--- config.mk ---
export PLATFORM = sky130hd
export DESIGN_NAME = uart_report_arbiter
export DESIGN_NICKNAME = d
export VERILOG_FILES = /design/src/rtl/uart_report_arbiter.sv
export SDC_FILE = /design/constraint.sdc
export NUM_CORES = 1
export LEC_CHECK = 0
export CELL_PAD_IN_SITES_DETAIL_PLACEMENT = 1
export CELL_PAD_IN_SITES_GLOBAL_PLACEMENT = 1
export CORE_ASPECT_RATIO = 0.5
export CORE_MARGIN = 2
export CORE_UTILIZATION = 33
export DETAILED_ROUTE_END_ITERATION = 10
export PLACE_DENSITY = 0.75
export SETUP_SLACK_MARGIN = 0.2
export SLEW_MARGIN = 25
export SYNTH_ARGS = -nofsm -noshare
export SYNTH_HDL_FRONTEND = slang
export SYNTH_SLANG_ARGS = --single-unit
--- constraint.sdc ---
create_clock -name clk -period 1.9 [get_ports clk]
set_clock_uncertainty 0.2 [all_clocks]
set_input_delay 0.285 -clock clk [delete_from_list [all_inputs] [get_ports clk]]
set_output_delay 0.285 -clock clk [all_outputs]
set_load 0.01 [all_outputs]
--- src/rtl/uart_report_arbiter.sv ---
// Round-robin, message-granular arbiter sharing one byte-serial UART transmitter
// between N_SRC report sources; revokes a grant when a source stalls past TIMEOUT.
module uart_report_arbiter #(
   parameter int N_SRC   = 2,
   parameter int TIMEOUT = 1023
) (
   input  logic                 clk,
   input  logic                 rst,
   input  logic [N_SRC-1:0]     src_req,
   input  logic [8*N_SRC-1:0]   src_data,
   input  logic [N_SRC-1:0]     src_valid,
   input  logic [N_SRC-1:0]     src_last,
   output logic [N_SRC-1:0]     src_require,
   output logic [N_SRC-1:0]     grant,
   input  logic                 require,
   output logic [7:0]           data,
   output logic                 valid,
   output logic [15:0]          timeout_cnt
);

   localparam int IW = (N_SRC > 1) ? $clog2(N_SRC) : 1;
   localparam int TW = (TIMEOUT > 1) ? $clog2(TIMEOUT + 1) : 1;
   localparam logic [IW-1:0] LAST_IDX    = IW'(N_SRC - 1);
   localparam logic [TW-1:0] TIMEOUT_VAL = TW'(TIMEOUT);

   typedef enum logic [1:0] {
      IDLE,
      WAIT_REQ,
      WAIT_BYTE,
      RELEASE
   } state_t;

   state_t            state, state_nxt;
   logic [IW-1:0]     gidx, gidx_nxt;
   logic [IW-1:0]     rr_ptr, rr_ptr_nxt;
   logic [N_SRC-1:0]  grant_nxt;
   logic [N_SRC-1:0]  src_require_nxt;
   logic              pending, pending_nxt;
   logic [TW-1:0]     timer, timer_nxt;
   logic [7:0]        data_nxt;
   logic              valid_nxt;
   logic [15:0]       timeout_cnt_nxt;

   logic [IW-1:0]     win_idx;
   logic              win_found;
   logic [7:0]        sel_byte;

   // First requester strictly after rr_ptr, wrapping back to rr_ptr itself last.
   always_comb begin
      int unsigned cand;
      cand      = 0;
      win_idx   = rr_ptr;
      win_found = 1'b0;
      for (int unsigned k = 1; k <= N_SRC; k++) begin
         cand = 32'(rr_ptr) + k;
         if (cand >= N_SRC) cand = cand - N_SRC;
         if (!win_found && src_req[IW'(cand)]) begin
            win_found = 1'b1;
            win_idx   = IW'(cand);
         end
      end
   end

   always_comb begin
      sel_byte = '0;
      for (int unsigned i = 0; i < N_SRC; i++) begin
         if (gidx == IW'(i)) sel_byte = src_data[8*i +: 8];
      end
   end

   always_comb begin
      state_nxt       = state;
      gidx_nxt        = gidx;
      rr_ptr_nxt      = rr_ptr;
      grant_nxt       = grant;
      src_require_nxt = '0;
      pending_nxt     = pending | require;
      timer_nxt       = timer;
      data_nxt        = data;
      valid_nxt       = 1'b0;
      timeout_cnt_nxt = timeout_cnt;

      unique case (state)
         IDLE: begin
            if (win_found) begin
               gidx_nxt  = win_idx;
               grant_nxt = N_SRC'(1) << win_idx;
               state_nxt = WAIT_REQ;
            end
         end
         WAIT_REQ: begin
            if (!src_req[gidx]) begin
               state_nxt = RELEASE;
            end else if (require || pending) begin
               src_require_nxt = grant;
               pending_nxt     = 1'b0;
               timer_nxt       = '0;
               state_nxt       = WAIT_BYTE;
            end
         end
         WAIT_BYTE: begin
            timer_nxt = timer + 1'b1;
            // A byte arriving on the deadline cycle still counts as on time.
            if (src_valid[gidx]) begin
               data_nxt  = sel_byte;
               valid_nxt = 1'b1;
               state_nxt = src_last[gidx] ? RELEASE : WAIT_REQ;
            end else if (timer == TIMEOUT_VAL) begin
               if (timeout_cnt != '1) timeout_cnt_nxt = timeout_cnt + 1'b1;
               state_nxt = RELEASE;
            end
         end
         RELEASE: begin
            rr_ptr_nxt = gidx;
            grant_nxt  = '0;
            state_nxt  = IDLE;
         end
         default: state_nxt = IDLE;
      endcase
   end

   always_ff @(posedge clk) begin
      if (rst) begin
         state       <= IDLE;
         gidx        <= '0;
         rr_ptr      <= LAST_IDX;
         grant       <= '0;
         src_require <= '0;
         pending     <= 1'b0;
         timer       <= '0;
         data        <= '0;
         valid       <= 1'b0;
         timeout_cnt <= '0;
      end else begin
         state       <= state_nxt;
         gidx        <= gidx_nxt;
         rr_ptr      <= rr_ptr_nxt;
         grant       <= grant_nxt;
         src_require <= src_require_nxt;
         pending     <= pending_nxt;
         timer       <= timer_nxt;
         data        <= data_nxt;
         valid       <= valid_nxt;
         timeout_cnt <= timeout_cnt_nxt;
      end
   end

endmodule

# --- Yosys cells after proc, flatten, opt, wreduce, memory -nomap -nowiden ---
# Cells that the tools add are included.
word_totals:
  output_inout_bits: 29
  regBits: 44
  word_cells: 85
  input_bits: 25
classes:
  add_sub_neg: 6
  n_bitwise: 6
  n_eq_ne: 10
  shift: 1
  n_mux: 33
  reduce_logical: 14
  order_cmp: 5
op_table:
  columns: ["operator", "count"]
  rows:
  - ["2-to-1 mux 1 bit", 20]
  - ["2-to-1 mux 10 bit", 2]
  - ["one-hot mux 10 bit (2 select lines)", 1]
  - ["adder 16 x 1 -> 16 bit (second input constant)", 1]
  - ["inequality test 16 bit (second input constant)", 1]
  - ["2-to-1 mux 2 bit", 7]
  - ["adder 10 x 1 -> 10 bit (second input constant)", 1]
  - ["== test 10 bit (second input constant)", 1]
  - ["2-to-1 mux 8 bit", 1]
  - ["one-hot mux 2 bit (4 select lines)", 1]
  - ["less-than comparator 1 x 2 -> 1 bit (second input constant)", 3]
  - ["inequality test 2 bit (second input constant)", 3]
  - ["inequality test 3 bit (second input constant)", 2]
  - ["AND reduction 2 bit", 3]
  - ["AND reduction 3 bit", 2]
  - ["inverter 1 bit", 5]
  - ["== test 2 bit (second input constant)", 2]
  - ["one-hot mux 2 bit (2 select lines)", 1]
  - ["AND reduction 4 bit", 1]
  - ["nonzero test 2 bit", 2]
  - ["OR reduction 4 bit", 1]
  - ["adder 1 x 2 -> 3 bit (second input constant)", 1]
  - ["greater-or-equal comparator 3 x 2 -> 1 bit (second input constant)", 1]
  - ["adder 1 x 1 -> 2 bit (second input constant)", 1]
  - ["10 further kinds", 11]

# --- Logic depth before layout (Yosys ltp) ---
# Gate-level depths: netlist (run 1).
depth:
  ltp_word: 12
  mapped_depth: 7
  depth_no_buf: 5

# --- Worst setup path before layout (run 1) ---
# No wires, ideal clock.
synth_path:
  path_kind: "flip-flop to flip-flop"
  startpoint: "register timer[0]"
  endpoint: "register timeout_cnt[11]"
  stages_incl_launch_ff: 7
  path_buffers: 1
  synth_period_minus_slack_ns: 2.028
  arrival_time_ns: 1.707
  required_time_ns: 1.579
  setup_time_ns: 0.121
  slack_ns: -0.128
  path_cell_list: "dfxtp_1 -> ha_1 -> and4_4 -> nand4_4 -> buf_6 -> nor4_1 -> mux2_2"
synth_via:
  elab_chain_cells: 2
synth_rtl:
  columns: ["element", "line", "rtl"]
  rows:
  - ["start: declaration", "39", "logic [TW-1:0] timer, timer_nxt;"]
  - ["start signal: assignment", "141", "timer <= timer_nxt;"]
  - ["== test 10 bit", "108", "end else if (timer == TIMEOUT_VAL) begin"]
  - ["AND reduction 4 bit (no line)", null, null]
  - ["end signal: assignment", "144", "timeout_cnt <= timeout_cnt_nxt;"]
  - ["end: declaration", "18", "output logic [15:0] timeout_cnt"]
# No other way between the ends.
# A chain may end at the register's enable or synchronous reset.

# --- Final worst setup path (run 1) ---
layout_path:
  startpoint: "register gidx"
  endpoint: "register timeout_cnt[7]"
layout_via:
  elab_chain_cells: 4
layout_rtl:
  columns: ["element", "line", "rtl"]
  rows:
  - ["start: declaration", "34", "logic [IW-1:0] gidx, gidx_nxt;"]
  - ["start signal: assignment", "136", "gidx <= gidx_nxt;"]
  - ["2-to-1 mux 1 bit (implied by the code) (2 in a row)", "104", "if (src_valid[gidx]) begin"]
  - ["inverter 1 bit (no line)", null, null]
  - ["AND reduction 4 bit (no line)", null, null]
# No other way between the ends. The select of a mux whose other input is x is not followed.

==> summary.txt, run 1 <==
status: complete, but fails checks
failing checks: setup timing
reg2reg path depth: 5
Mapped Area: 0.002201 mm^2
WHS Endpoint: timer[8]
Leak: 1.480 nW
Final Core Density: 58.72%
Seq cells post-synth: 44
IO Pins: 54
post-synth net total: 278
Max Slew Vio Count: 0
global-route wire length before repair: 12250 um
Post-Layout Cell Count: 442
Crit Path Max Fanout: 3
Syn Inst Count: 251
CP Buf/Inv Count: 1
EDFF count, synth: 0
CP startpoint kind: register
via count: 2486
routed len/inst: 20.18 um
Synth warnings: 0
clock-pin slew on the worst setup and hold paths: 0.07 ns
Total Routed Length: 8919 um
Max H-tree Level: 2
CP Capture Type: register
placed cells: 413
# diodes: 0
Seq/Total Area, Yosys: 40.02%
crit path time final: 1.982 ns
worst path arrival time: 2.01 ns
initial DRC count: 100
DRT Pass-1 Iters: 4
clk root buf: clkbuf_16
CP required: 1.92 ns
Async SR Flop Fraction: 0%
full die area: 0.007378 mm^2
RSZ-0062 raised after global routing: true
GRT Residual Overflow: 0
hold_sp: timer[8]
detailed placement HPWL: 4968 um
r2r startpoint: gidx
Top delay family on crit path: simple AND/OR/NAND/NOR gates
Post-DP Area: 0.003098 mm^2
CTS buffer count: 5
Slew @ Worst Pin: 0.3162 ns
share of cells above drive strength 1: 35.31%
Worst Hold Depth: 2
FF-to-FF setup slack: -0.08 ns
crit-path max cell delay: 0.41 ns
post-synth cell types: 45
Nets: 380
max cap viols: 0
final setup violation count: 12
DRT antenna net count: 0
routability cong.: 0.7966
Layout area overhead: 66.91%
Num Clock Sinks: 44
Setup WS post-layout: -0.08239 ns
setup slack at placement: -0.3911 ns
Die Wd: 119.5 um
DRC: 0
die span in y: 61.75 um
most frequent cells in the layout: buf_4 (41), clkdlybuf4s50_1 (31), dfxtp_1 (29)
commonest non-fill, non-tap cell in the layout: buf_4
commonest register cell after synthesis: dfxtp_1
Starting Density: 35.18%
vias in the first global route: 2438
Fmax: 0.5044 GHz
Max clock buf depth: 2
initial antenna violation count: 0
Max transition margin: 78.84%
Total GRT Usage: 21.54%
Core Region: 0.006256 mm^2
Skew-Pair Late Insertion Delay: 0.29 ns
row count: 20
Hold Crit Class: reg -> reg
Setup CP Type: reg -> reg
post-route cell area: 0.003674 mm^2
cells along the critical path: mux2i_4 -> nand4_1 -> buf_4 -> or4_4 -> a21oi_2
pin count of the biggest net entering global routing: 39
CTS tree: done
Reg-to-Reg End: timeout_cnt[7]
IO buf count: 53
syn avg cell area: 8.768 um^2
PD cells: 649.0 mW/mm^2
hold slack: 0.3108 ns
vias per cell: 5.624
Tcrit/Tclk final: 104.3%
crit path max-delay cell type: or4_4
Hold Vio Cnt, Final: 0
Peak VDD IR: 376.4 uV
==> worst register-to-register path, cell delays in order, from the launching register on <==
cell	delay, ns
dfxtp_4	0.38
mux2i_4	0.33
nand4_1	0.26
buf_4	0.22
or4_4	0.41
a21oi_2	0.12
==> worst max path at each step <==
stage	start	to	slack, ns	depth (start not counted)
finish	gidx	timeout_cnt[7]	-0.08	5
global route	timer[1]	timeout_cnt[7]	-0.13	6
CTS	timer[1]	timeout_cnt[7]	-0.03	6
detailed placement	src_valid[1]	timeout_cnt[3]	-0.39	5
global placement	src_valid[0]	timeout_cnt[3]	-0.26	5
floorplan	timer[1]	timeout_cnt[11]	0.02	6
==> routing by layer <==
metal	track usage, %	vias to the layer above	wire length, um
li1	-	1158	-
met1	24.62	1243	3597
met2	41.88	59	4680
met3	4.471	26	376
met4	7.563	0	265
met5	0	-	0
==> Yosys cell counts (5+ instances only) <==
master	number	share of area, %
and4_1	5	2.0
nand4_1	6	1.7
or3_1	8	2.3
nand2_1	15	2.6
nor2_1	23	3.9
o31ai_1	11	3.8
nand3_1	10	2.3
nor3_1	6	1.4
o21ai_0	8	1.8
a21oi_1	24	5.5
dfxtp_1	44	40
mux2_2	5	2.6
a211oi_1	8	2.7
or4_1	11	3.8
clkbuf_1	6	1.0
buf_2	5	1.1
mux2i_1	8	3.6
==> registers in the layout, indices dropped and copies added, names as in the netlist <==
signal,flops
src_require,2
timer,10
pending,1
rr_ptr,1
timeout_cnt,16
grant,2
valid,1
data,8
state,2
gidx,1
==> stage by stage <==
stage	setup TNS (ns)	total power [mW]
floorplan	0	1.165
global placement	-4.483	1.324
detailed placement	-6.869	1.341
CTS	-0.05297	2.355
global route	-1.536	2.484
finish	-0.6015	2.384
==> kinds of logic after synthesis <==
| logic type | after synthesis | share of synthesized area, % |
|---|---|---|
| and+or+nand+nor | 107 | 28.54 |
| AOI/OAI and AO/OA | 64 | 18.48 |
| DFF | 44 | 40.02 |
| buffers and inverters | 19 | 4.207 |
| muxes | 14 | 7.220 |
| adders and majority gates | 2 | 1.137 |
| xor gates and xnor gates | 1 | 0.3980 |
==> final cells by class <==
type                            instances  area (um^2)
Multi-Input combinational cell        189         1471
Fill cell                             696         2582
Inverter                                4        15.01
Timing Repair Buffer                  109         1011
Tap cell                               88        110.1
Clock buffer                            6        128.9
Sequential cell                        44        902.1
Clock inverter                          2        35.03
==> report_power, final <==
part | switching (mW) | internal, mW | total [mW]
combinational | 0.199 | 0.213 | 0.412
clock | 0.372 | 0.619 | 0.991
sequential | 0.0272 | 0.954 | 0.981
==> what timing repair did <==
item | in CTS | in global routing
hold buffers | 0 | 0
resized for setup | 45 | 42
buffers inserted | 8 | 11
cloned | 2 | 0
endpoints found under the setup margin | 46 | 42
pin swaps | 15 | 14
No activity file was read; power rests on OpenSTA's default activity.
==> inputs of run 2 (changes only) <==
--- a/config.mk
+++ b/config.mk
@@ -10,6 +10,8 @@
 export CORE_ASPECT_RATIO = 0.5
 export CORE_MARGIN = 2
 export CORE_UTILIZATION = 33
+export CTS_CLUSTER_DIAMETER = 150
+export CTS_CLUSTER_SIZE = 12
 export DETAILED_ROUTE_END_ITERATION = 10
 export PLACE_DENSITY = 0.75
 export SETUP_SLACK_MARGIN = 0.2
==> results of run 2 <==
The final DEF is identical to that of run 1; final timing and power are the same.
==> inputs of run 3 (changes only) <==
--- a/config.mk
+++ b/config.mk
@@ -9,11 +9,11 @@
 export CELL_PAD_IN_SITES_GLOBAL_PLACEMENT = 1
 export CORE_ASPECT_RATIO = 0.5
 export CORE_MARGIN = 2
-export CORE_UTILIZATION = 33
+export CORE_UTILIZATION = 36
 export CTS_CLUSTER_DIAMETER = 150
 export CTS_CLUSTER_SIZE = 12
 export DETAILED_ROUTE_END_ITERATION = 10
-export PLACE_DENSITY = 0.75
+export PLACE_DENSITY = 0.78
 export SETUP_SLACK_MARGIN = 0.2
 export SLEW_MARGIN = 25
 export SYNTH_ARGS = -nofsm -noshare
==> constraint.sdc (replaced) <==
create_clock -name clk -period 2.2 [get_ports clk]
set_clock_uncertainty 0.2 [all_clocks]
set_input_delay 0.33 -clock clk [delete_from_list [all_inputs] [get_ports clk]]
set_output_delay 0.33 -clock clk [all_outputs]
set_load 0.01 [all_outputs]
==> run 3 against run 2 <==
  * The run now ends clean
  * Flip-flop and latch count unchanged
  * Die area down 7.9%
  * Via count down 9.8%
  * Sequential power down 13%
  * Clock power down 28%
==> summary.txt, run 3 (synthesis gave the netlist of run 1 again) <==
CP required: 2.20 ns (was 1.92 ns)
Total Routed Length: 7175 um (was 8919 um)
Reg with most FFs: timeout_cnt (unchanged)
max reg flops: 16 (unchanged)
worst path arrival time: 2.05 ns (was 2.01 ns)
FILL cells: 690 (was 696)
Num Clock Sinks: 44 (unchanged)
Fmax: 0.4877 GHz (was 0.5044 GHz)
hold slack: 0.2881 ns (was 0.3108 ns)
Starting Density: 36.80% (was 35.18%)
pin count of the biggest net entering global routing: 39 (unchanged)
crit-path max cell delay: 0.56 ns (was 0.41 ns)
Core Region: 0.005981 mm^2 (was 0.006256 mm^2)
DRT antenna net count: 0 (unchanged)
IO buf count: 53 (unchanged)
reg2reg path depth: 5 (unchanged)
Hold Vio Cnt, Final: 0 (unchanged)
vias in the first global route: 2196 (was 2438)
commonest non-fill, non-tap cell in the layout: clkdlybuf4s50_1 (was buf_4)
Max clock buf depth: 2 (unchanged)
GRT Residual Overflow: 0 (unchanged)
Slew @ Worst Pin: 0.4051 ns (was 0.3162 ns)
Peak VDD IR: 318.4 uV (was 376.4 uV)
hold_buf cts: 0 (unchanged)
routed len/inst: 18.03 um (was 20.18 um)
Max H-tree Level: 2 (unchanged)
Die Wd: 114.6 um (was 119.5 um)
Max Slew Vio Count: 0 (unchanged)
max cap viols: 0 (unchanged)
PD cells: 574.9 mW/mm^2 (was 649.0 mW/mm^2)
clock-pin slew on the worst setup and hold paths: 0.06 ns (was 0.07 ns)
die span in y: 59.29 um (was 61.75 um)
detailed placement HPWL: 4603 um (was 4968 um)
CP Capture Type: register (unchanged)
Worst Hold Depth: 2 (unchanged)
Reg-to-Reg End: timeout_cnt[13] (was timeout_cnt[7])
CTS tree: done (unchanged)
Nets: 348 (was 380)
CTS buffer count: 5 (unchanged)
setup_tns: 0 ns (was -0.6015 ns)
Post-DP Area: 0.002914 mm^2 (was 0.003098 mm^2)
Largest regs: timeout_cnt: 16 flops, timer: 10 flops, data: 8 flops (unchanged)
placed cells: 385 (was 413)
cells along the critical path: mux2i_4 -> buf_12 -> nand4_4 -> or4_1 -> a21oi_1 (was mux2i_4 -> nand4_1 -> buf_4 -> or4_4 -> a21oi_2)
CP Buf/Inv Count: 1 (unchanged)
most frequent cells in the layout: clkdlybuf4s50_1 (51), dfxtp_1 (38), nor2_1 (23) (was buf_4 (41), clkdlybuf4s50_1 (31), dfxtp_1 (29))
Skew-Pair Late Insertion Delay: 0.28 ns (was 0.29 ns)
FF-to-FF setup slack: 0.15 ns (was -0.08 ns)
status: finished clean (was complete, but fails checks)
global-route wire length before repair: 11050 um (was 12250 um)
clk root buf: clkbuf_16 (unchanged)
register area: 890.9 um^2 (was 902.1 um^2)
initial DRC count: 59 (was 100)
WHS Endpoint: timer[8] (unchanged)
IO Pins: 54 (unchanged)
DRT Pass-1 Iters: 4 (unchanged)
routability cong.: 0.8272 (was 0.7966)
multi-input logic area: 0.001349 mm^2 (was 0.001471 mm^2)
full die area: 0.006793 mm^2 (was 0.007378 mm^2)
r2r startpoint: gidx (unchanged)
CP startpoint kind: register (unchanged)
Layout area overhead: 46.39% (was 66.91%)
# diodes: 0 (unchanged)
DRC: 0 (unchanged)
post-route cell area: 0.003222 mm^2 (was 0.003674 mm^2)
Post-Layout Cell Count: 398 (was 442)
RSZ-0062 raised after global routing: true (unchanged)
initial antenna violation count: 0 (unchanged)
vias per cell: 5.633 (was 5.624)
Top delay family on crit path: simple AND/OR/NAND/NOR gates (unchanged)
share of cells above drive strength 1: 19.63% (was 35.31%)
Leak: 1.126 nW (was 1.480 nW)
Crit Path Max Fanout: 5 (was 3)
crit path max-delay cell type: or4_1 (was or4_4)
row count: 20 (unchanged)
Tcrit/Tclk final: 93.21% (was 104.3%)
Max transition margin: 72.90% (was 78.84%)
Setup CP Type: reg -> reg (unchanged)
hold_sp: timer[8] (unchanged)
via count: 2242 (was 2486)
crit path time final: 2.051 ns (was 1.982 ns)
Total GRT Usage: 20.71% (was 21.54%)
Hold Crit Class: reg -> reg (unchanged)
final setup violation count: 0 (was 12)
run 3: timing repair:
| action | in CTS | in global routing |
|---|---|---|
| gates resized for setup | 4 | 25 |
| setup endpoints to repair | 14 | 18 |
| pin swaps | 5 | 4 |
| buffers inserted | 1 | 3 |
| gates cloned | 1 | 1 |
run 3: worst max path at each step:
stage	startpoint	end	cells after the start
floorplan	timer[0]	timeout_cnt[11]	6
global placement	src_valid[0]	timeout_cnt[11]	5
detailed placement	src_valid[1]	timeout_cnt[9]	5
CTS	timeout_cnt[0]	timeout_cnt[12]	5
global route	gidx	timeout_cnt[13]	5
finish	gidx	timeout_cnt[13]	5
run 3: worst reg2reg max path, stage by stage, from the launching register on:
cell and delay [ns]:
dfxtp_2 0.39, mux2i_4 0.29, buf_12 0.15, nand4_4 0.15, or4_1 0.56, a21oi_1 0.22
run 3: routing by layer:
metal  share of wire (%)  GRT usage (%)  up-vias
met5                   0              0        -
met4                 1.1          5.226        0
met3                 4.1          3.374        6
met2                  51          36.35       33
met1                  44          27.07     1107
li1                    -              -     1096
run 3: layout make-up:
cell class	count	area share [%]
sequential	44	27.65
multi-input combinational	190	41.86
clock buffer	6	4.000
timing repair buffer	76	22.87
tap	77	2.990
clock inverter	1	0.1553
inverter	4	0.4660
run 3: stage by stage:
stage	setup slack [ns]	total power, mW	util [%]
after global routing	0.1207	1.945	53.87
after floorplan	0.2035	1.003	-
after CTS	0.1859	1.844	51.46
after global placement	-0.03591	1.121	48.72
after detailed placement	-0.1072	1.133	48.72
final	0.1494	1.852	53.87
run 3: where the power goes:
| part | total, mW | leakage (nW) | internal [mW] | switching, mW |
|---|---|---|---|---|
| clock network | 0.713 | 0.0667 | 0.413 | 0.300 |
| logic | 0.285 | 0.701 | 0.151 | 0.134 |
| registers | 0.854 | 0.359 | 0.826 | 0.0283 |
| total | 1.85 | 1.13 | 1.39 | 0.463 |
